**config.mk**
```make
export PLATFORM = sky130hd
export DESIGN_NAME = multicycle_ctrl
export DESIGN_NICKNAME = d
export VERILOG_FILES = /design/src/rtl/multicycle_ctrl.sv
export SDC_FILE = /design/constraint.sdc
export NUM_CORES = 1
export LEC_CHECK = 0
export BUFFER_PORTS_ARGS = -buffer_cell sky130_fd_sc_hd__clkbuf_2
export CAP_MARGIN = 20
export CORE_MARGIN = 2
export CORE_UTILIZATION = 41
export CTS_BUF_LIST = sky130_fd_sc_hd__clkbuf_2 sky130_fd_sc_hd__clkbuf_4 sky130_fd_sc_hd__clkbuf_8
export DETAILED_ROUTE_END_ITERATION = 8
export GPL_TIMING_DRIVEN = 0
export PLACE_DENSITY = 0.77
export RECOVER_POWER = 25
export SLEW_MARGIN = 20
export SYNTH_ARGS = -nofsm -noshare
export SYNTH_HDL_FRONTEND = slang
export SYNTH_SLANG_ARGS = --single-unit
export TNS_END_PERCENT = 10
```
**constraint.sdc**
```tcl
create_clock -name clk -period 1.55 [get_ports clk]
set_clock_uncertainty 0.2 [all_clocks]
set_input_delay 0.2325 -clock clk [delete_from_list [all_inputs] [get_ports clk]]
set_output_delay 0.2325 -clock clk [all_outputs]
set_load 0.01 [all_outputs]
```
**src/rtl/multicycle_ctrl.sv**
```systemverilog
`default_nettype none
// ============================================================================
// Module   : multicycle_ctrl
// Brief    : Multi-cycle MIPS main controller. A Moore FSM sequences the shared
//            ALU and the unified instruction/data memory through fetch,
//            decode, execute, memory and write-back. It traps on illegal
//            opcodes and, optionally, on memory timeouts.
// Config   : `define MULTICYCLE_CTRL_MEM_WAIT_EN to honour mem_ready and add
//            the memory wait-state timeout counter. When it is undefined,
//            mem_ready is treated as always 1.
// Revision : 1.0 - initial release
// ============================================================================
module multicycle_ctrl #(
    parameter int unsigned MEM_TIMEOUT = 15    // 1..255 wait cycles before trap
) (
    input  logic       clk,
    input  logic       rst,
    input  logic [5:0] op_code,
    input  logic       br_taken,
    input  logic       mem_ready,
    output logic       PCWr,
    output logic       IorD,
    output logic       IRWr,
    output logic       MemRd,
    output logic       MemWr,
    output logic       MemtoReg,
    output logic       RegDst,
    output logic       RegWr,
    output logic       ALUSrcA,
    output logic [1:0] ALUSrcB,
    output logic [1:0] ALUOp,
    output logic [1:0] PCSrc,
    output logic       instr_done,
    output logic       trap,
    output logic [1:0] trap_cause,
    output logic [3:0] state
);

    localparam logic [3:0] S_INIT   = 4'd0;
    localparam logic [3:0] S_FETCH  = 4'd1;
    localparam logic [3:0] S_DECODE = 4'd2;
    localparam logic [3:0] S_MEMADR = 4'd3;
    localparam logic [3:0] S_MEMRD  = 4'd4;
    localparam logic [3:0] S_MEMWB  = 4'd5;
    localparam logic [3:0] S_MEMWR  = 4'd6;
    localparam logic [3:0] S_EXEC   = 4'd7;
    localparam logic [3:0] S_ALUWB  = 4'd8;
    localparam logic [3:0] S_IMMEX  = 4'd9;
    localparam logic [3:0] S_IMMWB  = 4'd10;
    localparam logic [3:0] S_BRANCH = 4'd11;
    localparam logic [3:0] S_JUMP   = 4'd12;
    localparam logic [3:0] S_TRAP   = 4'd13;

    localparam logic [1:0] CAUSE_NONE    = 2'b00;
    localparam logic [1:0] CAUSE_ILLEGAL = 2'b01;
    localparam logic [1:0] CAUSE_TIMEOUT = 2'b10;

    logic [3:0] state_q, state_d;
    logic [1:0] cause_q, cause_d;
    logic       is_sw_q, is_sw_d;     // LW/SW choice captured in DECODE
    logic       ready_w;              // effective memory handshake
    logic       timeout_w;            // this wait cycle exhausts the budget

`ifdef MULTICYCLE_CTRL_MEM_WAIT_EN
    logic [7:0] wait_q, wait_d;
    logic       in_wait_state_w;

    assign ready_w         = mem_ready;
    assign in_wait_state_w = (state_q == S_FETCH) || (state_q == S_MEMRD) ||
                             (state_q == S_MEMWR);
    // Trap on the MEM_TIMEOUT-th consecutive low-ready cycle of one access
    assign timeout_w       = in_wait_state_w && !mem_ready &&
                             (wait_q == 8'(MEM_TIMEOUT - 1));

    // Wait counter: clears on any state change, counts cycles spent waiting
    always_comb begin
        wait_d = wait_q;
        if (state_d != state_q) begin
            wait_d = 8'd0;
        end else if (in_wait_state_w && !mem_ready) begin
            wait_d = wait_q + 8'd1;
        end
    end

    // Wait counter register
    always_ff @(posedge clk or posedge rst) begin
        if (rst) begin
            wait_q <= 8'd0;
        end else begin
            wait_q <= wait_d;
        end
    end
`else
    logic unused_mem_ready;

    assign ready_w          = 1'b1;
    assign timeout_w        = 1'b0;
    assign unused_mem_ready = mem_ready | (MEM_TIMEOUT == 0);
`endif

    // Next-state logic, trap-cause capture and LW/SW latch
    always_comb begin
        state_d = state_q;
        cause_d = cause_q;
        is_sw_d = is_sw_q;
        case (state_q)
            S_INIT:   state_d = S_FETCH;
            S_FETCH: begin
                if (timeout_w) begin
                    state_d = S_TRAP;
                    cause_d = CAUSE_TIMEOUT;
                end else if (ready_w) begin
                    state_d = S_DECODE;
                end
            end
            S_DECODE: begin
                is_sw_d = (op_code == 6'b101011);
                case (op_code)
                    6'b000000:                 state_d = S_EXEC;
                    6'b100011, 6'b101011:      state_d = S_MEMADR;
                    6'b000001, 6'b000100, 6'b000101,
                    6'b000110, 6'b000111:      state_d = S_BRANCH;
                    6'b000010:                 state_d = S_JUMP;
                    6'b001000, 6'b001001, 6'b001010, 6'b001011,
                    6'b001100, 6'b001101, 6'b001110:
                                               state_d = S_IMMEX;
                    default: begin
                        state_d = S_TRAP;
                        cause_d = CAUSE_ILLEGAL;
                    end
                endcase
            end
            S_MEMADR: state_d = is_sw_q ? S_MEMWR : S_MEMRD;
            S_MEMRD: begin
                if (timeout_w) begin
                    state_d = S_TRAP;
                    cause_d = CAUSE_TIMEOUT;
                end else if (ready_w) begin
                    state_d = S_MEMWB;
                end
            end
            S_MEMWB:  state_d = S_FETCH;
            S_MEMWR: begin
                if (timeout_w) begin
                    state_d = S_TRAP;
                    cause_d = CAUSE_TIMEOUT;
                end else if (ready_w) begin
                    state_d = S_FETCH;
                end
            end
            S_EXEC:   state_d = S_ALUWB;
            S_ALUWB:  state_d = S_FETCH;
            S_IMMEX:  state_d = S_IMMWB;
            S_IMMWB:  state_d = S_FETCH;
            S_BRANCH: state_d = S_FETCH;
            S_JUMP:   state_d = S_FETCH;
            S_TRAP:   state_d = S_TRAP;
            default: begin
                // Unused encodings are treated as a corrupted opcode path
                state_d = S_TRAP;
                cause_d = CAUSE_ILLEGAL;
            end
        endcase
    end

    // State, trap cause and store flag registers
    always_ff @(posedge clk or posedge rst) begin
        if (rst) begin
            state_q <= S_INIT;
            cause_q <= CAUSE_NONE;
            is_sw_q <= 1'b0;
        end else begin
            state_q <= state_d;
            cause_q <= cause_d;
            is_sw_q <= is_sw_d;
        end
    end

    // Moore output decode; FETCH strobes, BRANCH PCWr and MEMWR done are qualified
    always_comb begin
        PCWr       = 1'b0;
        IorD       = 1'b0;
        IRWr       = 1'b0;
        MemRd      = 1'b0;
        MemWr      = 1'b0;
        MemtoReg   = 1'b0;
        RegDst     = 1'b0;
        RegWr      = 1'b0;
        ALUSrcA    = 1'b0;
        ALUSrcB    = 2'b00;
        ALUOp      = 2'b00;
        PCSrc      = 2'b00;
        instr_done = 1'b0;
        trap       = 1'b0;
        case (state_q)
            S_FETCH: begin
                MemRd   = 1'b1;
                ALUSrcB = 2'b01;
                IRWr    = ready_w;
                PCWr    = ready_w;
            end
            S_DECODE: begin
                ALUSrcB = 2'b11;
            end
            S_MEMADR: begin
                ALUSrcA = 1'b1;
                ALUSrcB = 2'b10;
            end
            S_MEMRD: begin
                IorD  = 1'b1;
                MemRd = 1'b1;
            end
            S_MEMWB: begin
                MemtoReg   = 1'b1;
                RegWr      = 1'b1;
                instr_done = 1'b1;
            end
            S_MEMWR: begin
                IorD       = 1'b1;
                MemWr      = 1'b1;
                instr_done = ready_w;
            end
            S_EXEC: begin
                ALUSrcA = 1'b1;
                ALUOp   = 2'b10;
            end
            S_ALUWB: begin
                RegDst     = 1'b1;
                RegWr      = 1'b1;
                instr_done = 1'b1;
            end
            S_IMMEX: begin
                ALUSrcA = 1'b1;
                ALUSrcB = 2'b10;
                ALUOp   = 2'b11;
            end
            S_IMMWB: begin
                RegWr      = 1'b1;
                instr_done = 1'b1;
            end
            S_BRANCH: begin
                ALUSrcA    = 1'b1;
                ALUOp      = 2'b01;
                PCSrc      = 2'b01;
                PCWr       = br_taken;
                instr_done = 1'b1;
            end
            S_JUMP: begin
                PCSrc      = 2'b10;
                PCWr       = 1'b1;
                instr_done = 1'b1;
            end
            S_TRAP: begin
                trap = 1'b1;
            end
            default: begin
            end
        endcase
    end

    assign trap_cause = cause_q;
    assign state      = state_q;

endmodule
`default_nettype wire

```
==> results.cfg <==
[run_status]
status = complete, but fails checks
violations = negative setup slack

[drt]
viasPerCell = 6.43
routed_wl_um = 2900
drt_iter0_drc = 24
wl_per_cell_um = 19.1
drc_errors = 0
firstDrtPassIters = 4
vias = 978
drtAntennaViolNets = 0

[grt]
grt_pass1_wl_um = 3990
grt_pass1_vias = 873
antenna_found_initial = 0
grtUsageTotal = 0.296
grt_start_max_net_pins = 11
grt_overflow = 0

[synthesis]
ys_ff_latch = 6
yosys-mux-area-fraction = 0
synth_top_family_by_area = simple AND/OR/NAND/NOR gates
synth_top_cell_by_area = dfrtp_1
synth_compound_area_frac = 0.260
synth_xor_area_frac = 0.0143
synth_area_um2 = 611
ys_seq_area_frac = 0.246
post-synth-top-area-fraction = 0.246
postSynthAreaPerCell_um2 = 6.71
synth_area_leaders = dfrtp_1 (25%), nor2_1 (6.8%), o21ai_0 (5.7%), a21oi_1 (4.9%), nor3_1 (4.9%)
synth_simple_gate_area_frac = 0.393
yosysUniqueCellTypes = 33
ys.warnings.count = 0
synthCells = 91
syn-num-nets = 101
synth-adder-area-share = 0

[cts]
clk_latency_ns = 0.25
cts_root_buf = clkbuf_4
cts_tree = done
path_clk_slew_ns = 0.05
cts_buffers = 3
cts.sinks = 6
cts_max_level = 1
clockBufferDepth = 2

[sta]
setup_viol = 22
rsz0062_at_grt = yes
max_freq_mhz = 548
whs_ns = 0.0417
hold_viol = 0
period_needed_ns = 1.82
fin_tns_setup_ns = -3.74
worst_slack_ns = -0.274
finalCritPeriodShare = 1.18
slew_violations = 0

[worst_setup_path]
cp-start-kind = flip-flop
crit_required_ns = 1.12
critPathKind = reg2out
reg2reg_to = state[1]$_DFF_PP0_
crit_path_max_fanout = 9
path_cells = clkbuf_16, nand2_4, nor3_4, a31o_2, clkbuf_2
r2r_setup_slack_ns = -0.18
end_kind = primary output
cp_top_family = flip-flops
cp_slowest_cell = dfrtp_2
arrival_ns = 1.39
crit_buf_inv = 2
regToRegStartpoint = state[0]$_DFF_PP0_
slowest_delay_ns = 0.43
rr_worst_depth = 3

[floorplanning]
num_rows = 13
start_util = 0.452
core_area_um2 = 1350
num_io_pins = 33
die_w_um = 42.6
fp.dieH_um = 42.6
die_area_um2 = 1810

[placement]
gp_congestion = 0.875
hpwl_um = 1370
dp_slack_ns = -0.332
portBuffers = 30
dp_cells = 136

[final_layout]
area_growth_pct = 86.3
fin_nets = 149
final_cells = 152
final_common_cell = clkbuf_2
layout-drive-gt1-share = 0.584
mostFrequentLayoutCells = clkbuf_2 (26), buf_4 (12), nor2_1 (9)
antennaDiodeCount = 0

[pwr]
seqPwrFrac = 0.453
irDropWorstVdd_mv = 0.471
p_total_uw = 347
swShare = 0.247
powerDensity_nw_per_um2 = 305
p_leak_nw = 0.567
switching_power_uw = 85.7
clkPwrFrac = 0.432
internal-power_uw = 261
power_frac_comb = 0.116

[hold_path]
hp-class = in2reg
whs_path_depth = 3
min-delay-start = op_code[3]
whs_endpoint = is_sw_q$_DFFE_PP0P_

[run]
cap_violations = 0
-- routing by layer --
metal	routed length (um)	part of all wire	vias to the layer above	GRT usage
met1	1020	0.35	441	0.337
met2	1310	0.45	87	0.483
li1	-	-	417	-
met3	298	0.10	33	0.0776
met5	0	0	-	0
met4	273	0.094	0	0.194
-- state kept, by name (all words and copies together) (netlist names) --
name / flops
trap_cause: 1
is_sw_q: 1
state: 4
-- cell usage after synthesis --
library cell  instances
nand3_1               3
a21o_1                1
a22oi_1               2
conb_1                1
or2_2                 1
nor3_1                6
nand4b_1              1
o221ai_1              1
dfrtp_1               6
o211ai_1              1
or2_1                 1
nor3b_1               1
a31oi_1               1
and2_1                3
inv_1                 4
xnor2_1               1
a31o_2                1
o31a_2                1
o21ai_0               7
buf_4                 1
a21oi_1               6
o22ai_1               2
clkbuf_1              7
nor4_1                1
nand2b_1              4
a2111oi_0             1
nand2_1               6
a32oi_1               1
and3_1                1
or4_1                 2
nand4_1               1
nor2b_1               4
nor2_1               11
-- timing repair --
action,in CTS,in global routing
gates cloned,1,0
setup endpoints to repair,20,22
hold buffers,1,0
resized for setup,45,10
setup buffers,11,0
endpoints found under the hold margin,6,0
pin swaps,9,0
-- logic make-up after synthesis --
family	after synthesis
and+or+nand+nor	46
AOI/OAI and AO/OA	25
buffers and inverters	12
DFF	6
xor gates and xnor gates	1
other	1
-- worst reg2reg max path, delay by kind of cell (launching register included) --
family	cells	cell delay, ns
flops	1	0.42
simple gates	2	0.76
compound gates	1	0.24
-- final cells by class --
| class | count | area [um^2] |
|---|---|---|
| Sequential cell | 6 | 154 |
| Clock buffer | 3 | 22.5 |
| Timing Repair Buffer | 43 | 256 |
| Fill cell | 72 | 213 |
| Inverter | 4 | 15.0 |
| Buffer | 8 | 121 |
| Multi-Input combinational cell | 73 | 549 |
| Tap cell | 15 | 18.8 |
-- through the flow --
stage          utilization  area, um^2
2_1_floorplan            -         629
3_3_place_gp         0.591         798
4_1_cts              0.820        1110
3_5_place_dp         0.591         798
6_report             0.842        1140
5_1_grt              0.842        1140
-- power by group through the flow --
stage	sequential (mW)	clock, mW	combinational [mW]
after floorplan	0.159	0	0.0136
after global placement	0.159	0	0.0307
after detailed placement	0.159	0	0.0322
after CTS	0.157	0.145	0.0354
after global routing	0.157	0.169	0.0446
final	0.157	0.150	0.0402
-- how the worst max path moves through the flow --
stage                             from            endpoint  slack (ns)  cells past startpoint
floorplan           state[2]$_DFF_PP0_                PCWr       -0.06                      4
global placement            op_code[5]  state[2]$_DFF_PP0_       -0.29                      5
detailed placement          op_code[5]  state[2]$_DFF_PP0_       -0.33                      5
CTS                 state[3]$_DFF_PP0_          instr_done       -0.20                      6
global route        state[0]$_DFF_PP0_             ALUSrcA       -0.34                      5
finish              state[2]$_DFF_PP0_                PCWr       -0.27                      5
(Power assumes the default switching activity.)
